[src/rtl/spi_sequencer.sv]
// Multi-byte SPI transfer sequencer: streams buffer bytes through the byte-level
// master under one chip-select and overwrites each byte with the byte received for it.
module spi_sequencer #(
    parameter int BUF_DEPTH = 8,
    parameter int ADDR_W    = 3
) (
    input  logic              clk,
    input  logic              rst,
    input  logic              start,
    input  logic [ADDR_W:0]   xfer_len,
    output logic              busy,
    output logic              done,
    input  logic [ADDR_W-1:0] buf_addr,
    input  logic              buf_wr_en,
    input  logic [7:0]        buf_wdata,
    output logic [7:0]        buf_rdata,
    output logic              cs_n,
    output logic              xfer_start,
    output logic [7:0]        tx_data,
    input  logic              xfer_complete,
    input  logic [7:0]        rx_data
);

    localparam logic [ADDR_W:0] DEPTH = (ADDR_W+1)'(BUF_DEPTH);
    localparam logic [ADDR_W:0] ONE   = (ADDR_W+1)'(1);

    typedef enum logic [2:0] {
        S_IDLE,
        S_LOAD,
        S_START,
        S_WAIT,
        S_FINISH
    } state_t;

    state_t            state_q;
    logic [ADDR_W-1:0] idx_q;
    logic [ADDR_W:0]   len_q;
    logic              busy_q;
    logic              done_q;
    logic              cs_n_q;
    logic              xs_q;
    logic [7:0]        tx_q;
    logic [7:0]        rdata_q;
    logic [7:0]        mem_q [BUF_DEPTH];

    logic              last_byte;
    logic              seq_wr;
    logic              host_wr;

    // Widen idx so that len == BUF_DEPTH terminates at BUF_DEPTH-1 without wrapping.
    assign last_byte = ({1'b0, idx_q} == (len_q - ONE));
    assign seq_wr    = (state_q == S_WAIT) && xfer_complete;
    assign host_wr   = (state_q == S_IDLE) && buf_wr_en;

    always_ff @(posedge clk or posedge rst) begin
        if (rst) begin
            state_q <= S_IDLE;
            idx_q   <= '0;
            len_q   <= '0;
            busy_q  <= 1'b0;
            done_q  <= 1'b0;
            cs_n_q  <= 1'b1;
            xs_q    <= 1'b0;
            tx_q    <= 8'h00;
        end else begin
            case (state_q)
                S_IDLE: begin
                    if (start && (xfer_len != '0)) begin
                        len_q   <= (xfer_len > DEPTH) ? DEPTH : xfer_len;
                        idx_q   <= '0;
                        busy_q  <= 1'b1;
                        state_q <= S_LOAD;
                    end
                end
                S_LOAD: begin
                    cs_n_q  <= 1'b0;
                    tx_q    <= mem_q[idx_q];
                    xs_q    <= 1'b1;
                    state_q <= S_START;
                end
                S_START: begin
                    xs_q    <= 1'b0;
                    state_q <= S_WAIT;
                end
                S_WAIT: begin
                    if (xfer_complete) begin
                        if (last_byte) begin
                            done_q  <= 1'b1;
                            state_q <= S_FINISH;
                        end else begin
                            idx_q   <= idx_q + 1'b1;
                            state_q <= S_LOAD;
                        end
                    end
                end
                S_FINISH: begin
                    done_q  <= 1'b0;
                    cs_n_q  <= 1'b1;
                    busy_q  <= 1'b0;
                    state_q <= S_IDLE;
                end
                default: state_q <= S_IDLE;
            endcase
        end
    end

    // Buffer contents survive reset; the two writers are exclusive by state.
    always_ff @(posedge clk) begin
        if (seq_wr) begin
            mem_q[idx_q] <= rx_data;
        end else if (host_wr) begin
            mem_q[buf_addr] <= buf_wdata;
        end
    end

    always_ff @(posedge clk or posedge rst) begin
        if (rst) begin
            rdata_q <= 8'h00;
        end else begin
            rdata_q <= mem_q[buf_addr];
        end
    end

    assign busy       = busy_q;
    assign done       = done_q;
    assign cs_n       = cs_n_q;
    assign xfer_start = xs_q;
    assign tx_data    = tx_q;
    assign buf_rdata  = rdata_q;

endmodule
[config.mk]
export PLATFORM = sky130hd
export DESIGN_NAME = spi_sequencer
export DESIGN_NICKNAME = d
export VERILOG_FILES = /design/src/rtl/spi_sequencer.sv
export SDC_FILE = /design/constraint.sdc
export NUM_CORES = 1
export LEC_CHECK = 0
export ABC_AREA = 0
export CAP_MARGIN = 20
export CORE_ASPECT_RATIO = 0.8
export CORE_MARGIN = 4
export CORE_UTILIZATION = 50
export CTS_CLUSTER_DIAMETER = 30
export CTS_CLUSTER_SIZE = 40
export DETAILED_ROUTE_END_ITERATION = 10
export PLACE_DENSITY = 0.81
export SLEW_MARGIN = 20
export SYNTH_ARGS = -nofsm -noshare
export SYNTH_HDL_FRONTEND = slang
export SYNTH_SLANG_ARGS = --single-unit
[constraint.sdc]
create_clock -name clk -period 2.7 [get_ports clk]
set_input_delay 0.27 -clock clk [delete_from_list [all_inputs] [get_ports clk]]
set_output_delay 0.27 -clock clk [all_outputs]
set_load 0.005 [all_outputs]
# Word-level counts from Yosys, hierarchy flattened
# Memories as Yosys holds them, arrays and structs flattened. A register that Yosys moved wholly into a read port is not among the register bits.
# Index checks and enable logic that the tools add are counted.
# totals
input_bits	28
output_inout_bits	20
ram_bits	64
memories	1
regBits	14
elab_cells	60
# mem_list
memory	words	width	rd	rd_clocked_by_memory_dff	wr	line	text
mem_q	8	8	2	2	1	44	logic [7:0] mem_q [BUF_DEPTH];
# classes
n_addsub	2
n_mux	24
n_eq_ne	9
magnitude_cmp	1
n_reduce_logical	16
# op_table
op	n
2-to-1 mux 3 bit	7
case mux 3 bit (4 select lines)	1
nonzero test 2 bit	5
2-to-1 mux 1 bit	9
2-to-1 mux 8 bit	1
case mux 1 bit (2 select lines)	4
OR reduction 8 bit	1
== test 3 x 2 -> 1 bit, second input constant	2
!= test 2 bit, second input constant	3
case mux 3 bit (2 select lines)	1
AND reduction 2 bit	3
== test 3 x 4 -> 1 bit	1
> comparator 4 bit, second input constant	1
2-to-1 mux 4 bit	1
AND reduction 4 bit	1
nonzero test 4 bit	1
subtractor 4 x 1 -> 4 bit, second input constant	1
adder 3 x 1 -> 3 bit, second input constant	1
== test 3 x 1 -> 1 bit, second input constant	1
== test 3 bit, second input constant	1
logical AND 1 bit	3
logical NOT 3 bit	1
AND reduction 3 bit	1
!= test 2 x 1 -> 1 bit, second input constant	1

# Logic depth before layout (Yosys ltp)
# depth
ltp_word	7
ltp_mapped	7
mapped_depth_nobuf	6

# Worst setup path before layout
# No wires, ideal clock.
# synth_path
kind	reg-to-reg
startpoint	register state_q[0]
endpoint	memory mem_q[1][0] (enable)
path_buffers	2
setup_time_ps	370
stages_incl_launch_ff	6
required_time_ps	2330
setup_slack_ps	649
t_arrival_ps	1681
period_less_slack_ps	2051
path_cell_list	dfrtp_1 > buf_6 > nor4b_4 > buf_6 > a22oi_1 > nor2_1
# synth_between
elab_chain_cells	7
word_cells_on_any_way	12
cone_classes	eq/ne (1); mux (7); reduce/logical (4)
# synth_rtl
element	line	text
start, declared	35	state_t state_q;
start signal, assigned	57	state_q <= S_IDLE;
start signal, assigned	72	state_q <= S_LOAD;
start signal, assigned	79	state_q <= S_START;
logical NOT 3 bit	53	assign host_wr = (state_q == S_IDLE) && buf_wr_en;
logical AND 1 bit	53	
2-to-1 mux 1 bit	111	end else if (host_wr) begin
2-to-1 mux 1 bit	109	if (seq_wr) begin
2-to-1 mux 1 bit (implied by the code)	112	mem_q[buf_addr] <= buf_wdata;
OR reduction 8 bit (no line)	--	
2-to-1 mux 3 bit (no line) / 2-to-1 mux 1 bit (equally long branches)	--	
end, declared	44	
# Several ways; a longest one is shown, not always the timed one.

# Final worst setup path
# layout_path
startpoint	register state_q[0]
endpoint	memory mem_q[3][7] (enable)
# The elaborated chain is that of the path after synthesis.

==> flow_metrics.py <==
metrics = {
    "placed_design": {
        "place_area_um2": 4990,
        "io_buffers": 47,
        "dp_hpwl_mm": 7.09,
        "place.gp.congestion": 0.920,
    },
    "detailed_routing": {
        "vias": 2655,
        "postRouteAntennaNets": 0,
        "drt_iter0_markers": 219,
        "dr.pass1.iters": 4,
        "finalWirelength_mm": 9.55,
        "vias_per_cell": 5.81,
        "drc_errors": 0,
        "routedWlPerCell_um": 20.9,
    },
    "timing": {
        "setup_viol": 0,
        "slew_violations": 0,
        "fin_crit_ns": 2.32,
        "relSlewSlack_pct": 50.8,
        "min_period_over_period_pct": 86.0,
        "max_clock_freq_mhz": 431,
        "finClkSkew_ns": 0.0115,
        "finalHoldViolCount": 0,
        "grt_setup_unrepaired": "false",
        "tns_ns": 0,
        "tightestPinTransition_ns": 0.735,
    },
    "clock_network": {
        "cts_tree": "done",
        "clockBufferDepth": 2,
        "cts_hold_buf": 0,
        "clk_pin_slew_worst_paths_ns": 0.10,
        "clock_latency_ns": 0.37,
        "cts-root-buf": "clkbuf_8",
        "cts_post_setup_buffers_inserted": 0,
        "numCtsBuffers": 9,
        "h-tree-depth": 3,
        "cts_resized": 0,
        "clock_sinks": 94,
    },
    "global_route": {
        "grt_pass1_wl_mm": 15.0,
        "gr-total-overflow": 0,
        "grt_pass1_vias": 2756,
        "globalRouteTotalUtil_pct": 19.7,
        "grt_max_degree": 31,
        "antenna_found_initial": 0,
    },
    "critical_path": {
        "crit_required_ns": 2.71,
        "critical_path_class": "reg2reg",
        "critPathArrivalTime_ns": 2.33,
        "r2r_start": "state_q[0]",
        "ff2ff_setup_slack_ns": 0.38,
        "startpoint": "state_q[0]",
        "endpoint_kind": "flip-flop",
        "crit_fanout": 8,
        "critPathLaunchType": "flip-flop",
    },
    "final_layout": {
        "fillCellCount": 679,
        "area_growth_pct": 19.0,
        "diodes": 0,
        "fin_area_um2": 5180,
        "mostFrequentLayoutCells": "edfxtp_1 (64), clkdlybuf4s50_1 (47), nand2_1 (33), mux4_2 (32), dfrtp_1 (29)",
        "drive_gt1_share_pct": 23.8,
        "final_common_cell": "edfxtp_1",
        "fin_nets": 370,
    },
    "synthesis": {
        "async_flop_share_pct": 31.9,
        "yosysSeqAreaShare_pct": 61.4,
        "synth_top_area_share_pct": 44.1,
        "netlist_area_um2": 4350,
        "yosys.area.top_type": "edfxtp_1",
        "ys_types": 42,
        "synthFlopType": "edfxtp_1",
        "ys.warnings.count": 0,
        "ys_seq_elements": 94,
        "syn_nets": 311,
        "synth_edf_count": 64,
        "avgSynthCellArea_um2": 15.5,
        "syn_inst": 281,
        "synth_top_cells_by_area": "edfxtp_1 (44%), dfrtp_1 (17%), mux4_2 (17%), nand2_1 (2.8%), mux2i_1 (2.5%)",
    },
    "status": {
        "outcome": "finished, final reports clean",
    },
    "power_and_ir_drop": {
        "total_power_w": 0.00443,
        "vdd_drop_max_v": 0.000431,
        "power_density_nw_per_um2": 855,
        "power.leakage_nw": 1.86,
    },
    "floorplanning": {
        "die_h_um": 91.5,
        "dieArea_um2": 10300,
        "ioPinCount": 48,
        "core_area_um2": 8480,
        "initial_core_util_pct": 51.3,
        "die_x_um": 112,
        "num_rows": 30,
    },
    "worst_hold_path": {
        "hold_class": "in2async",
    },
    "job": {
        "drv_cap": 0,
    },
}
==> kinds of logic (layout without fill, tap and decap cells) <==
logic type / Yosys count / count (layout) / synth area share, %
AND/OR/NAND/NOR: 73 / 73 / 8.07
flip-flops: 94 / 94 / 61.4
XOR/XNOR: 3 / 3 / 0.604
multiplexers: 52 / 52 / 21.4
AO/OA/AOI/OAI: 33 / 33 / 4.86
adder cells (fa/ha/maj): 2 / 2 / 0.575
buffers and inverters: 24 / 88 / 3.07
==> metrics by stage <==
step / worst slack [ns] / std cells / hold WS (ns) / utilization [%]
floorplan: 0.649 / 281 / 0.360 / -
global placement: 0.383 / 441 / 0.493 / 58.8
detailed placement: 0.281 / 441 / 0.508 / 58.8
CTS: 0.444 / 457 / 0.277 / 61.1
global route: 0.305 / 457 / 0.320 / 61.1
finish: 0.377 / 457 / 0.265 / 61.1
==> power breakdown <==
| part | internal (W) | leakage (nW) | switching [W] |
|---|---|---|---|
| registers | 0.00183 | 0.931 | 0.000193 |
| clock network | 0.000359 | 0.0982 | 0.000543 |
| logic | 0.000783 | 0.835 | 0.000720 |
==> cells in the mapped netlist (all sizes together), types with 2 or more instances <==
library cell / instances
a211oi: 3
a21oi: 12
a31oi: 4
and2: 4
buf: 15
clkbuf: 2
dfrtp: 29
edfxtp: 64
ha: 2
inv: 6
mux2: 9
mux2i: 11
mux4: 32
nand2: 33
nand2b: 4
nor2: 22
nor2b: 2
nor3b: 2
nor4b: 2
o21ai: 8
xnor2: 2
==> path summary, 6_finish.rpt <==
path                       cells past startpoint            to
max reg2reg                                    3   mem_q[3][7]
max                                            3   mem_q[3][7]
max in group asynchronous                      3          cs_n
min in group clk                               3      len_q[2]
min reg2reg                                    1          done
min                                            3  buf_rdata[3]
==> worst max-delay path, cell delays in order, from the launching register on <==
cell	delay, ns
dfrtp_1	0.48
nor4b_4	0.59
a22oi_1	0.25
nor2_1	0.64
==> area by class of cell <==
cell class              count  area [µm²]  area share, %
clock buffers               9         124           2.39
clock inverters             7        66.3           1.28
inverters                   7        26.3          0.507
multi-input cells         163        1550           29.8
flip-flops and latches     94        2670           51.6
well taps                 112         140           2.70
repair buffers             65         606           11.7
==> registers in the layout, indices dropped and copies added (netlist names) <==
name        cells
mem_q          64
buf_rdata       8
tx_data         8
len_q           4
idx_q           3
state_q         3
busy            1
cs_n            1
done            1
xfer_start      1
==> layer usage <==
layer,up-vias,GRT usage (%),wire [µm]
met1,1313,26.1,3820
met5,-,0,0
met2,137,31.9,4530
li1,1189,-,-
met3,16,5.33,1040
met4,0,6.41,159
Power figures use the tool's default switching activity.
